<file path="src/rtl/s1269_seq_pkg.sv">
// Shared types for the op sequencer: FSM state encoding, default widths and the
// datapath load/store strobe bundle.
package s1269_seq_pkg;

  localparam int unsigned DefaultDpW  = 8;
  localparam int unsigned DefaultInsW = 3;

  typedef enum logic [3:0] {
    StRst,
    StIdle,
    StLoadDr,
    StLoadMq,
    StClrAcc,
    StIssue,
    StWaitRdy,
    StReadAcc,
    StReadMq,
    StResp
  } seq_state_e;

  typedef struct packed {
    logic ld_dr;
    logic ld_mq;
    logic ld_acc;
    logic st_acc;
    logic st_mq;
    logic st_dr;
  } strobe_t;

  localparam strobe_t StrobeIdle = '0;

endpackage

</file>
<file path="src/rtl/s1269_op_sequencer_if.sv">
// Command, response and datapath signals of the op sequencer. The slave side is the
// sequencer; the master side is the host plus the datapath it drives.
interface s1269_op_sequencer_if
  import s1269_seq_pkg::*;
#(
  parameter int unsigned DP_W  = DefaultDpW,
  parameter int unsigned INS_W = DefaultInsW
);

  logic             cmd_valid;
  logic             cmd_ready;
  logic [INS_W-1:0] cmd_op;
  logic [DP_W-1:0]  cmd_a;
  logic [DP_W-1:0]  cmd_b;

  logic             rsp_valid;
  logic             rsp_ready;
  logic [DP_W-1:0]  rsp_hi;
  logic [DP_W-1:0]  rsp_lo;
  logic             rsp_err;

  logic [INS_W-1:0] dp_INS;
  logic             dp_LDDR;
  logic             dp_LDMQ;
  logic             dp_LDAcc;
  logic             dp_STAcc;
  logic             dp_STMQ;
  logic             dp_STDR;
  logic             dp_TESTMODE;
  logic [DP_W-1:0]  dp_inBUS;
  logic [DP_W-1:0]  dp_outBUS;
  logic             dp_RDY;

  modport slave (
    input  cmd_valid, cmd_op, cmd_a, cmd_b, rsp_ready, dp_outBUS, dp_RDY,
    output cmd_ready, rsp_valid, rsp_hi, rsp_lo, rsp_err,
    output dp_INS, dp_LDDR, dp_LDMQ, dp_LDAcc, dp_STAcc, dp_STMQ, dp_STDR,
    output dp_TESTMODE, dp_inBUS
  );

  modport master (
    output cmd_valid, cmd_op, cmd_a, cmd_b, rsp_ready, dp_outBUS, dp_RDY,
    input  cmd_ready, rsp_valid, rsp_hi, rsp_lo, rsp_err,
    input  dp_INS, dp_LDDR, dp_LDMQ, dp_LDAcc, dp_STAcc, dp_STMQ, dp_STDR,
    input  dp_TESTMODE, dp_inBUS
  );

endinterface

</file>
<file path="src/rtl/s1269_wait_timer.sv">
// Saturating wait counter for the RDY poll; expired flags the last permitted
// not-ready sample.
module s1269_wait_timer #(
  parameter int unsigned TIMEOUT = 63
) (
  input  logic clock,
  input  logic reset,
  input  logic clear,
  input  logic enable,
  output logic expired
);

  localparam int unsigned     CntW    = $clog2(TIMEOUT + 1);
  localparam logic [CntW-1:0] CntMax  = CntW'(TIMEOUT);
  localparam logic [CntW-1:0] CntLast = CntW'(TIMEOUT - 1);

  logic [CntW-1:0] count_q;

  always_ff @(posedge clock or posedge reset) begin
    if (reset) begin
      count_q <= '0;
    end else if (clear) begin
      count_q <= '0;
    end else if (enable && (count_q != CntMax)) begin
      count_q <= count_q + CntW'(1);
    end
  end

  assign expired = (count_q == CntLast);

endmodule

</file>
<file path="src/rtl/s1269_op_sequencer.sv">
// Sequences one ALU operation at a time: load DR/MQ, clear Acc, issue INS, wait for
// RDY (with timeout), read Acc and MQ back, then hold the response until taken.
module s1269_op_sequencer
  import s1269_seq_pkg::*;
#(
  parameter int unsigned DP_W    = DefaultDpW,
  parameter int unsigned INS_W   = DefaultInsW,
  parameter int unsigned TIMEOUT = 63
) (
  input logic                 clock,
  input logic                 reset,
  s1269_op_sequencer_if.slave bus
);

  seq_state_e       state_q;
  strobe_t          strobe_q;
  logic [DP_W-1:0]  inbus_q;
  logic [INS_W-1:0] ins_q;
  logic [INS_W-1:0] op_q;
  logic [DP_W-1:0]  a_q;
  logic             cmd_ready_q;
  logic             rsp_valid_q;
  logic [DP_W-1:0]  rsp_hi_q;
  logic [DP_W-1:0]  rsp_lo_q;
  logic             rsp_err_q;

  logic timer_clear;
  logic timer_enable;
  logic timer_expired;

  assign timer_clear  = (state_q == StIssue);
  assign timer_enable = (state_q == StWaitRdy) && !bus.dp_RDY;

  s1269_wait_timer #(
    .TIMEOUT (TIMEOUT)
  ) u_wait_timer (
    .clock   (clock),
    .reset   (reset),
    .clear   (timer_clear),
    .enable  (timer_enable),
    .expired (timer_expired)
  );

  // Strobes and inBUS default to idle every cycle so only one state can raise them.
  always_ff @(posedge clock or posedge reset) begin
    if (reset) begin
      state_q     <= StRst;
      strobe_q    <= StrobeIdle;
      inbus_q     <= '0;
      ins_q       <= '0;
      op_q        <= '0;
      a_q         <= '0;
      cmd_ready_q <= 1'b0;
      rsp_valid_q <= 1'b0;
      rsp_hi_q    <= '0;
      rsp_lo_q    <= '0;
      rsp_err_q   <= 1'b0;
    end else begin
      strobe_q <= StrobeIdle;
      inbus_q  <= '0;
      unique case (state_q)
        StRst: begin
          state_q     <= StIdle;
          cmd_ready_q <= 1'b1;
        end
        StIdle: begin
          if (bus.cmd_valid && cmd_ready_q) begin
            op_q           <= bus.cmd_op;
            a_q            <= bus.cmd_a;
            cmd_ready_q    <= 1'b0;
            rsp_err_q      <= 1'b0;
            strobe_q.ld_dr <= 1'b1;
            inbus_q        <= bus.cmd_b;
            state_q        <= StLoadDr;
          end
        end
        StLoadDr: begin
          strobe_q.ld_mq <= 1'b1;
          inbus_q        <= a_q;
          state_q        <= StLoadMq;
        end
        StLoadMq: begin
          strobe_q.ld_acc <= 1'b1;
          state_q         <= StClrAcc;
        end
        StClrAcc: begin
          ins_q   <= op_q;
          state_q <= StIssue;
        end
        StIssue: begin
          state_q <= StWaitRdy;
        end
        StWaitRdy: begin
          // RDY has priority over a timeout landing on the same edge.
          if (bus.dp_RDY || timer_expired) begin
            rsp_err_q       <= !bus.dp_RDY;
            ins_q           <= '0;
            strobe_q.st_acc <= 1'b1;
            state_q         <= StReadAcc;
          end
        end
        StReadAcc: begin
          rsp_hi_q       <= bus.dp_outBUS;
          strobe_q.st_mq <= 1'b1;
          state_q        <= StReadMq;
        end
        StReadMq: begin
          rsp_lo_q    <= bus.dp_outBUS;
          rsp_valid_q <= 1'b1;
          state_q     <= StResp;
        end
        StResp: begin
          if (bus.rsp_ready) begin
            rsp_valid_q <= 1'b0;
            cmd_ready_q <= 1'b1;
            state_q     <= StIdle;
          end
        end
        default: begin
          state_q <= StRst;
        end
      endcase
    end
  end

  assign bus.cmd_ready   = cmd_ready_q;
  assign bus.rsp_valid   = rsp_valid_q;
  assign bus.rsp_hi      = rsp_hi_q;
  assign bus.rsp_lo      = rsp_lo_q;
  assign bus.rsp_err     = rsp_err_q;
  assign bus.dp_INS      = ins_q;
  assign bus.dp_LDDR     = strobe_q.ld_dr;
  assign bus.dp_LDMQ     = strobe_q.ld_mq;
  assign bus.dp_LDAcc    = strobe_q.ld_acc;
  assign bus.dp_STAcc    = strobe_q.st_acc;
  assign bus.dp_STMQ     = strobe_q.st_mq;
  assign bus.dp_STDR     = strobe_q.st_dr;
  assign bus.dp_TESTMODE = 1'b0;
  assign bus.dp_inBUS    = inbus_q;

endmodule

</file>
<file path="src/flat_wrapper.sv">
// flat-port wrapper written by rule: the top's interface ports become plain ports
module s1269_op_sequencer_flat import s1269_seq_pkg::*;
#(
  parameter int unsigned DP_W    = DefaultDpW,
  parameter int unsigned INS_W   = DefaultInsW,
  parameter int unsigned TIMEOUT = 63
)
  (clock, reset, bus_cmd_valid, bus_cmd_op, bus_cmd_a, bus_cmd_b, bus_rsp_ready, bus_dp_outBUS, bus_dp_RDY, bus_cmd_ready, bus_rsp_valid, bus_rsp_hi, bus_rsp_lo, bus_rsp_err, bus_dp_INS, bus_dp_LDDR, bus_dp_LDMQ, bus_dp_LDAcc, bus_dp_STAcc, bus_dp_STMQ, bus_dp_STDR, bus_dp_TESTMODE, bus_dp_inBUS);
  s1269_op_sequencer_if #(.DP_W(DP_W), .INS_W(INS_W)) bus_i ();
  input logic clock;
  input logic reset;
  input wire logic [$bits(bus_i.cmd_valid)-1:0] bus_cmd_valid;
  input wire logic [$bits(bus_i.cmd_op)-1:0] bus_cmd_op;
  input wire logic [$bits(bus_i.cmd_a)-1:0] bus_cmd_a;
  input wire logic [$bits(bus_i.cmd_b)-1:0] bus_cmd_b;
  input wire logic [$bits(bus_i.rsp_ready)-1:0] bus_rsp_ready;
  input wire logic [$bits(bus_i.dp_outBUS)-1:0] bus_dp_outBUS;
  input wire logic [$bits(bus_i.dp_RDY)-1:0] bus_dp_RDY;
  output wire logic [$bits(bus_i.cmd_ready)-1:0] bus_cmd_ready;
  output wire logic [$bits(bus_i.rsp_valid)-1:0] bus_rsp_valid;
  output wire logic [$bits(bus_i.rsp_hi)-1:0] bus_rsp_hi;
  output wire logic [$bits(bus_i.rsp_lo)-1:0] bus_rsp_lo;
  output wire logic [$bits(bus_i.rsp_err)-1:0] bus_rsp_err;
  output wire logic [$bits(bus_i.dp_INS)-1:0] bus_dp_INS;
  output wire logic [$bits(bus_i.dp_LDDR)-1:0] bus_dp_LDDR;
  output wire logic [$bits(bus_i.dp_LDMQ)-1:0] bus_dp_LDMQ;
  output wire logic [$bits(bus_i.dp_LDAcc)-1:0] bus_dp_LDAcc;
  output wire logic [$bits(bus_i.dp_STAcc)-1:0] bus_dp_STAcc;
  output wire logic [$bits(bus_i.dp_STMQ)-1:0] bus_dp_STMQ;
  output wire logic [$bits(bus_i.dp_STDR)-1:0] bus_dp_STDR;
  output wire logic [$bits(bus_i.dp_TESTMODE)-1:0] bus_dp_TESTMODE;
  output wire logic [$bits(bus_i.dp_inBUS)-1:0] bus_dp_inBUS;
  assign bus_i.cmd_valid = bus_cmd_valid;
  assign bus_i.cmd_op = bus_cmd_op;
  assign bus_i.cmd_a = bus_cmd_a;
  assign bus_i.cmd_b = bus_cmd_b;
  assign bus_i.rsp_ready = bus_rsp_ready;
  assign bus_i.dp_outBUS = bus_dp_outBUS;
  assign bus_i.dp_RDY = bus_dp_RDY;
  assign bus_cmd_ready = bus_i.cmd_ready;
  assign bus_rsp_valid = bus_i.rsp_valid;
  assign bus_rsp_hi = bus_i.rsp_hi;
  assign bus_rsp_lo = bus_i.rsp_lo;
  assign bus_rsp_err = bus_i.rsp_err;
  assign bus_dp_INS = bus_i.dp_INS;
  assign bus_dp_LDDR = bus_i.dp_LDDR;
  assign bus_dp_LDMQ = bus_i.dp_LDMQ;
  assign bus_dp_LDAcc = bus_i.dp_LDAcc;
  assign bus_dp_STAcc = bus_i.dp_STAcc;
  assign bus_dp_STMQ = bus_i.dp_STMQ;
  assign bus_dp_STDR = bus_i.dp_STDR;
  assign bus_dp_TESTMODE = bus_i.dp_TESTMODE;
  assign bus_dp_inBUS = bus_i.dp_inBUS;
  s1269_op_sequencer #(.DP_W(DP_W), .INS_W(INS_W), .TIMEOUT(TIMEOUT)) u_core (.clock(clock), .reset(reset), .bus(bus_i));
endmodule
</file>
<file path="config.mk">
export PLATFORM = sky130hd
export DESIGN_NAME = s1269_op_sequencer_flat
export DESIGN_NICKNAME = d
export VERILOG_FILES = /design/src/rtl/s1269_seq_pkg.sv /design/src/rtl/s1269_op_sequencer_if.sv /design/src/rtl/s1269_wait_timer.sv /design/src/rtl/s1269_op_sequencer.sv /design/src/flat_wrapper.sv
export SDC_FILE = /design/constraint.sdc
export NUM_CORES = 1
export LEC_CHECK = 0
export CAP_MARGIN = 10
export CORE_ASPECT_RATIO = 1.25
export CORE_MARGIN = 2
export CORE_UTILIZATION = 50
export DETAILED_ROUTE_END_ITERATION = 12
export PLACE_DENSITY = 0.8
export SETUP_SLACK_MARGIN = 0.15
export SLEW_MARGIN = 20
export SYNTH_ARGS = -nofsm -noshare
export SYNTH_HDL_FRONTEND = slang
export SYNTH_SLANG_ARGS = --single-unit
export TNS_END_PERCENT = 30
</file>
<file path="constraint.sdc">
create_clock -name clock -period 4.38 [get_ports clock]
set_input_delay 0.438 -clock clock [delete_from_list [all_inputs] [get_ports clock]]
set_output_delay 0.438 -clock clock [all_outputs]
set_load 0.02 [all_outputs]
</file>
==> flow_summary.json <==
{
  "clock_path_buffers": 2,
  "postSynth.asyncResetShare": 1.000,
  "grt_pass1_vias": 1539,
  "r2r_start": "u_core.state_q[3]$_DFFE_PP0P_",
  "htree_levels": 2,
  "hold_class": "flip-flop to flip-flop",
  "critPathBufInv": 0,
  "period_share": 0.4777,
  "synth.avg_cell_area_um2": 13.35,
  "grt_pass1_wl_mm": 7.079,
  "cp_max_fo": 20,
  "seq_power_share": 0.422,
  "p_total_mw": 2.053,
  "critPathLaunch": "u_core.state_q[3]$_DFFE_PP0P_",
  "ys_seq_area_frac": 0.6031,
  "grt_use_total": 0.1807,
  "yosysWarnings": 0,
  "post-dp-hpwl_mm": 3.278,
  "overflow": 0,
  "regToRegSetupSlack_ns": 2.29,
  "portBuffers": 66,
  "hold_viol": 0,
  "cts_root_buf": "clkbuf_8",
  "synthFlopType": "dfrtp_1",
  "crit_family": "simple AND/OR/NAND/NOR gates",
  "slew-limit-headroom": 0.5478,
  "synthTopCellsByArea": "dfrtp_1 (60%), mux2_2 (14%), a22o_1 (4.5%), nand2_1 (1.8%), buf_4 (1.6%)",
  "reg2reg_depth": 3,
  "max_stage_delay_ns": 0.62,
  "outcome": "finished clean",
  "critPathKind": "flip-flop to flip-flop",
  "detail-route-antenna-nets": 0,
  "crit_path_start_kind": "flip-flop",
  "ios": 69,
  "wire_per_inst_um": 14.60,
  "cts_hold_buf": 0,
  "path_depth": 3,
  "dieWidth_um": 64.97,
  "p_sw_mw": 0.7028,
  "fmax_mhz": 477.9,
  "worst_slew_pin_slew_ns": 0.6783,
  "met3_usage": 0.05042,
  "use_met1": 0.2313,
  "synthTopCellsByCount": "dfrtp_1 (56), mux2_2 (28), a22o_1 (12)",
  "routed_wl_mm": 4.380,
  "yosys.area.top_type": "dfrtp_1",
  "fin_skew_ns": 0.006249,
  "powerDensity_nw_per_um2": 658.2,
  "die_y_um": 80.22,
  "drt_pass1_iterations": 4,
  "cts_made_buffers": 5,
  "std_cell_rows": 27,
  "syn_inst": 174,
  "cap_violations": 0,
  "cts_resized": 0,
  "core_area_um2": 4425,
  "slowest_stage": "or4b_4",
  "nNetsFinal": 275,
  "synth_seq_cells": 56,
  "dieArea_um2": 5212,
  "busiest_layer": "met2",
  "first_iter_violations": 65,
  "crit_chain": "or4b_4 -> nor2_4 -> mux2_2",
  "critPathArrivalTime_ns": 2.29,
  "grt_use_met2": 0.2938,
  "cp-end-kind": "flip-flop",
  "gp_congestion": 0.7331,
  "synth_top_area_share": 0.6031,
  "initial_core_util": 0.5250,
  "p_comb_frac": 0.413,
  "clkPwrFrac": 0.165,
  "drv_slew": 0,
  "viasPerCell": 5.180,
  "clock_sinks": 56,
  "clkSlewWorstSetupHoldPaths_ns": 0.10,
  "fin_tns_setup_ns": 0,
  "synth_edf_count": 0,
  "via_count": 1554,
  "reg2reg_to": "u_core.a_q[1]$_DFFE_PP0P_",
  "drive_gt1_frac": 0.1860,
  "antenna_found_initial": 0,
  "drcViolationCount": 0,
  "leakage_nw": 1.348,
  "grt_setup_unrepaired": "false",
  "fin_util": 0.7048,
  "setup_violations": 0,
  "area.growth.synth_to_final_pct": 34.25,
  "syn_area_um2": 2323,
  "synth.distinct_cells": 35,
  "post-cts-setup-buffer-count": 0,
  "grt_max_degree": 57,
  "diodes": 0,
  "swShare": 0.3423,
  "min_period_ns": 2.092,
  "peakVddDrop_mv": 0.3781,
  "yosysMostFrequentCell": "dfrtp_1",
  "critPathRequiredTime_ns": 4.58,
  "p_int_mw": 1.350,
  "cp-endpoint": "u_core.a_q[1]$_DFFE_PP0P_",
  "cts_tree": "built",
  "clock_latency_ns": 0.31
}
## worst register-to-register path: stages, from the launching register on
cell and delay (ns):
dfrtp_1 0.53, or4b_4 0.63, nor2_4 0.43, mux2_2 0.39
## layout make-up
class | count | area, µm²
clock buffers | 5 | 68.82
clock inverters | 3 | 46.29
fillers | 327 | 1306
inverters | 4 | 15.01
multi-input cells | 107 | 847.1
flip-flops and latches | 56 | 1401
well taps | 58 | 72.57
repair buffers | 67 | 668.1
## cell usage in the layout (no fill, tap or decap), types with 2 or more instances in the layout
cell type | Yosys | final
nand2_1 | 11 | 11
inv_1 | 4 | 3
o21ai_0 | 5 | 5
a21oi_1 | 2 | 2
clkdlybuf4s50_1 | 0 | 66
nor3_1 | 3 | 3
a22o_1 | 12 | 12
mux2_2 | 28 | 28
mux2i_1 | 3 | 3
conb_1 | 1 | 2
nand3_1 | 5 | 5
dfrtp_1 | 56 | 56
nand2b_1 | 4 | 4
ha_1 | 2 | 2
nor2b_1 | 2 | 2
a211oi_1 | 2 | 2
clkbuf_8 | 0 | 5
nor2_1 | 10 | 10
## cell families after synthesis
| family | Yosys count | synth area share |
|---|---|---|
| simple gates | 44 | 0.1088 |
| compound gates | 27 | 0.08939 |
| xor+xnor | 1 | 0.003770 |
| mux | 31 | 0.1486 |
| buf+inv | 12 | 0.03392 |
| fa+ha+maj | 2 | 0.01077 |
| flops | 56 | 0.6031 |
| other cells | 1 | 0.001614 |
## state kept, by name (all words and copies together) (netlist names), 3 cells and up
name / flops
u_core.bus.dp_INS: 3
u_core.bus.dp_inBUS: 8
u_core.state_q: 4
u_core.bus.rsp_hi: 8
u_core.op_q: 3
u_core.bus.rsp_lo: 8
u_core.a_q: 8
u_core.u_wait_timer.count_q: 6
## metal layers
| metal | routed length, µm | vias to the layer above |
|---|---|---|
| met5 | 0 | - |
| met4 | 63 | 0 |
| met3 | 193 | 6 |
| met2 | 2213 | 32 |
| met1 | 1911 | 774 |
| li1 | - | 742 |
## power groups by stage
stage	clock, mW	sequential [mW]	combinational, mW
global placement	0	0.869	0.843
detailed placement	0	0.880	0.857
CTS	0.349	0.870	0.860
floorplan	0	0.969	0.428
global route	0.370	0.899	0.909
finish	0.338	0.867	0.847
## stage by stage
step                instances  instance area, µm²  worst slack (ns)  hold WS, ns
global placement          292                3004             2.340       0.4630
CTS                       300                3119             2.277       0.4976
floorplan                 175                2327             2.571       0.4620
finish                    300                3119             2.288       0.4882
detailed placement        292                3004             2.296       0.4746
global route              300                3119             2.158       0.5157
## worst min path at each step
| stage | startpoint | end | slack (ns) | cells past startpoint |
|---|---|---|---|---|
| floorplan | u_core.a_q[0]$_DFFE_PP0P_ | u_core.bus.dp_inBUS[0]$_DFF_PP0_ | 0.46 | 1 |
| global placement | u_core.bus.rsp_valid$_DFFE_PP0P_ | u_core.bus.rsp_valid$_DFFE_PP0P_ | 0.46 | 1 |
| detailed placement | u_core.bus.rsp_valid$_DFFE_PP0P_ | u_core.bus.rsp_valid$_DFFE_PP0P_ | 0.47 | 1 |
| CTS | u_core.a_q[0]$_DFFE_PP0P_ | u_core.bus.dp_inBUS[0]$_DFF_PP0_ | 0.50 | 1 |
| global route | u_core.a_q[0]$_DFFE_PP0P_ | u_core.bus.dp_inBUS[0]$_DFF_PP0_ | 0.52 | 1 |
| finish | u_core.bus.rsp_valid$_DFFE_PP0P_ | u_core.bus.rsp_valid$_DFFE_PP0P_ | 0.49 | 1 |
Power figures use the tool's default switching activity.
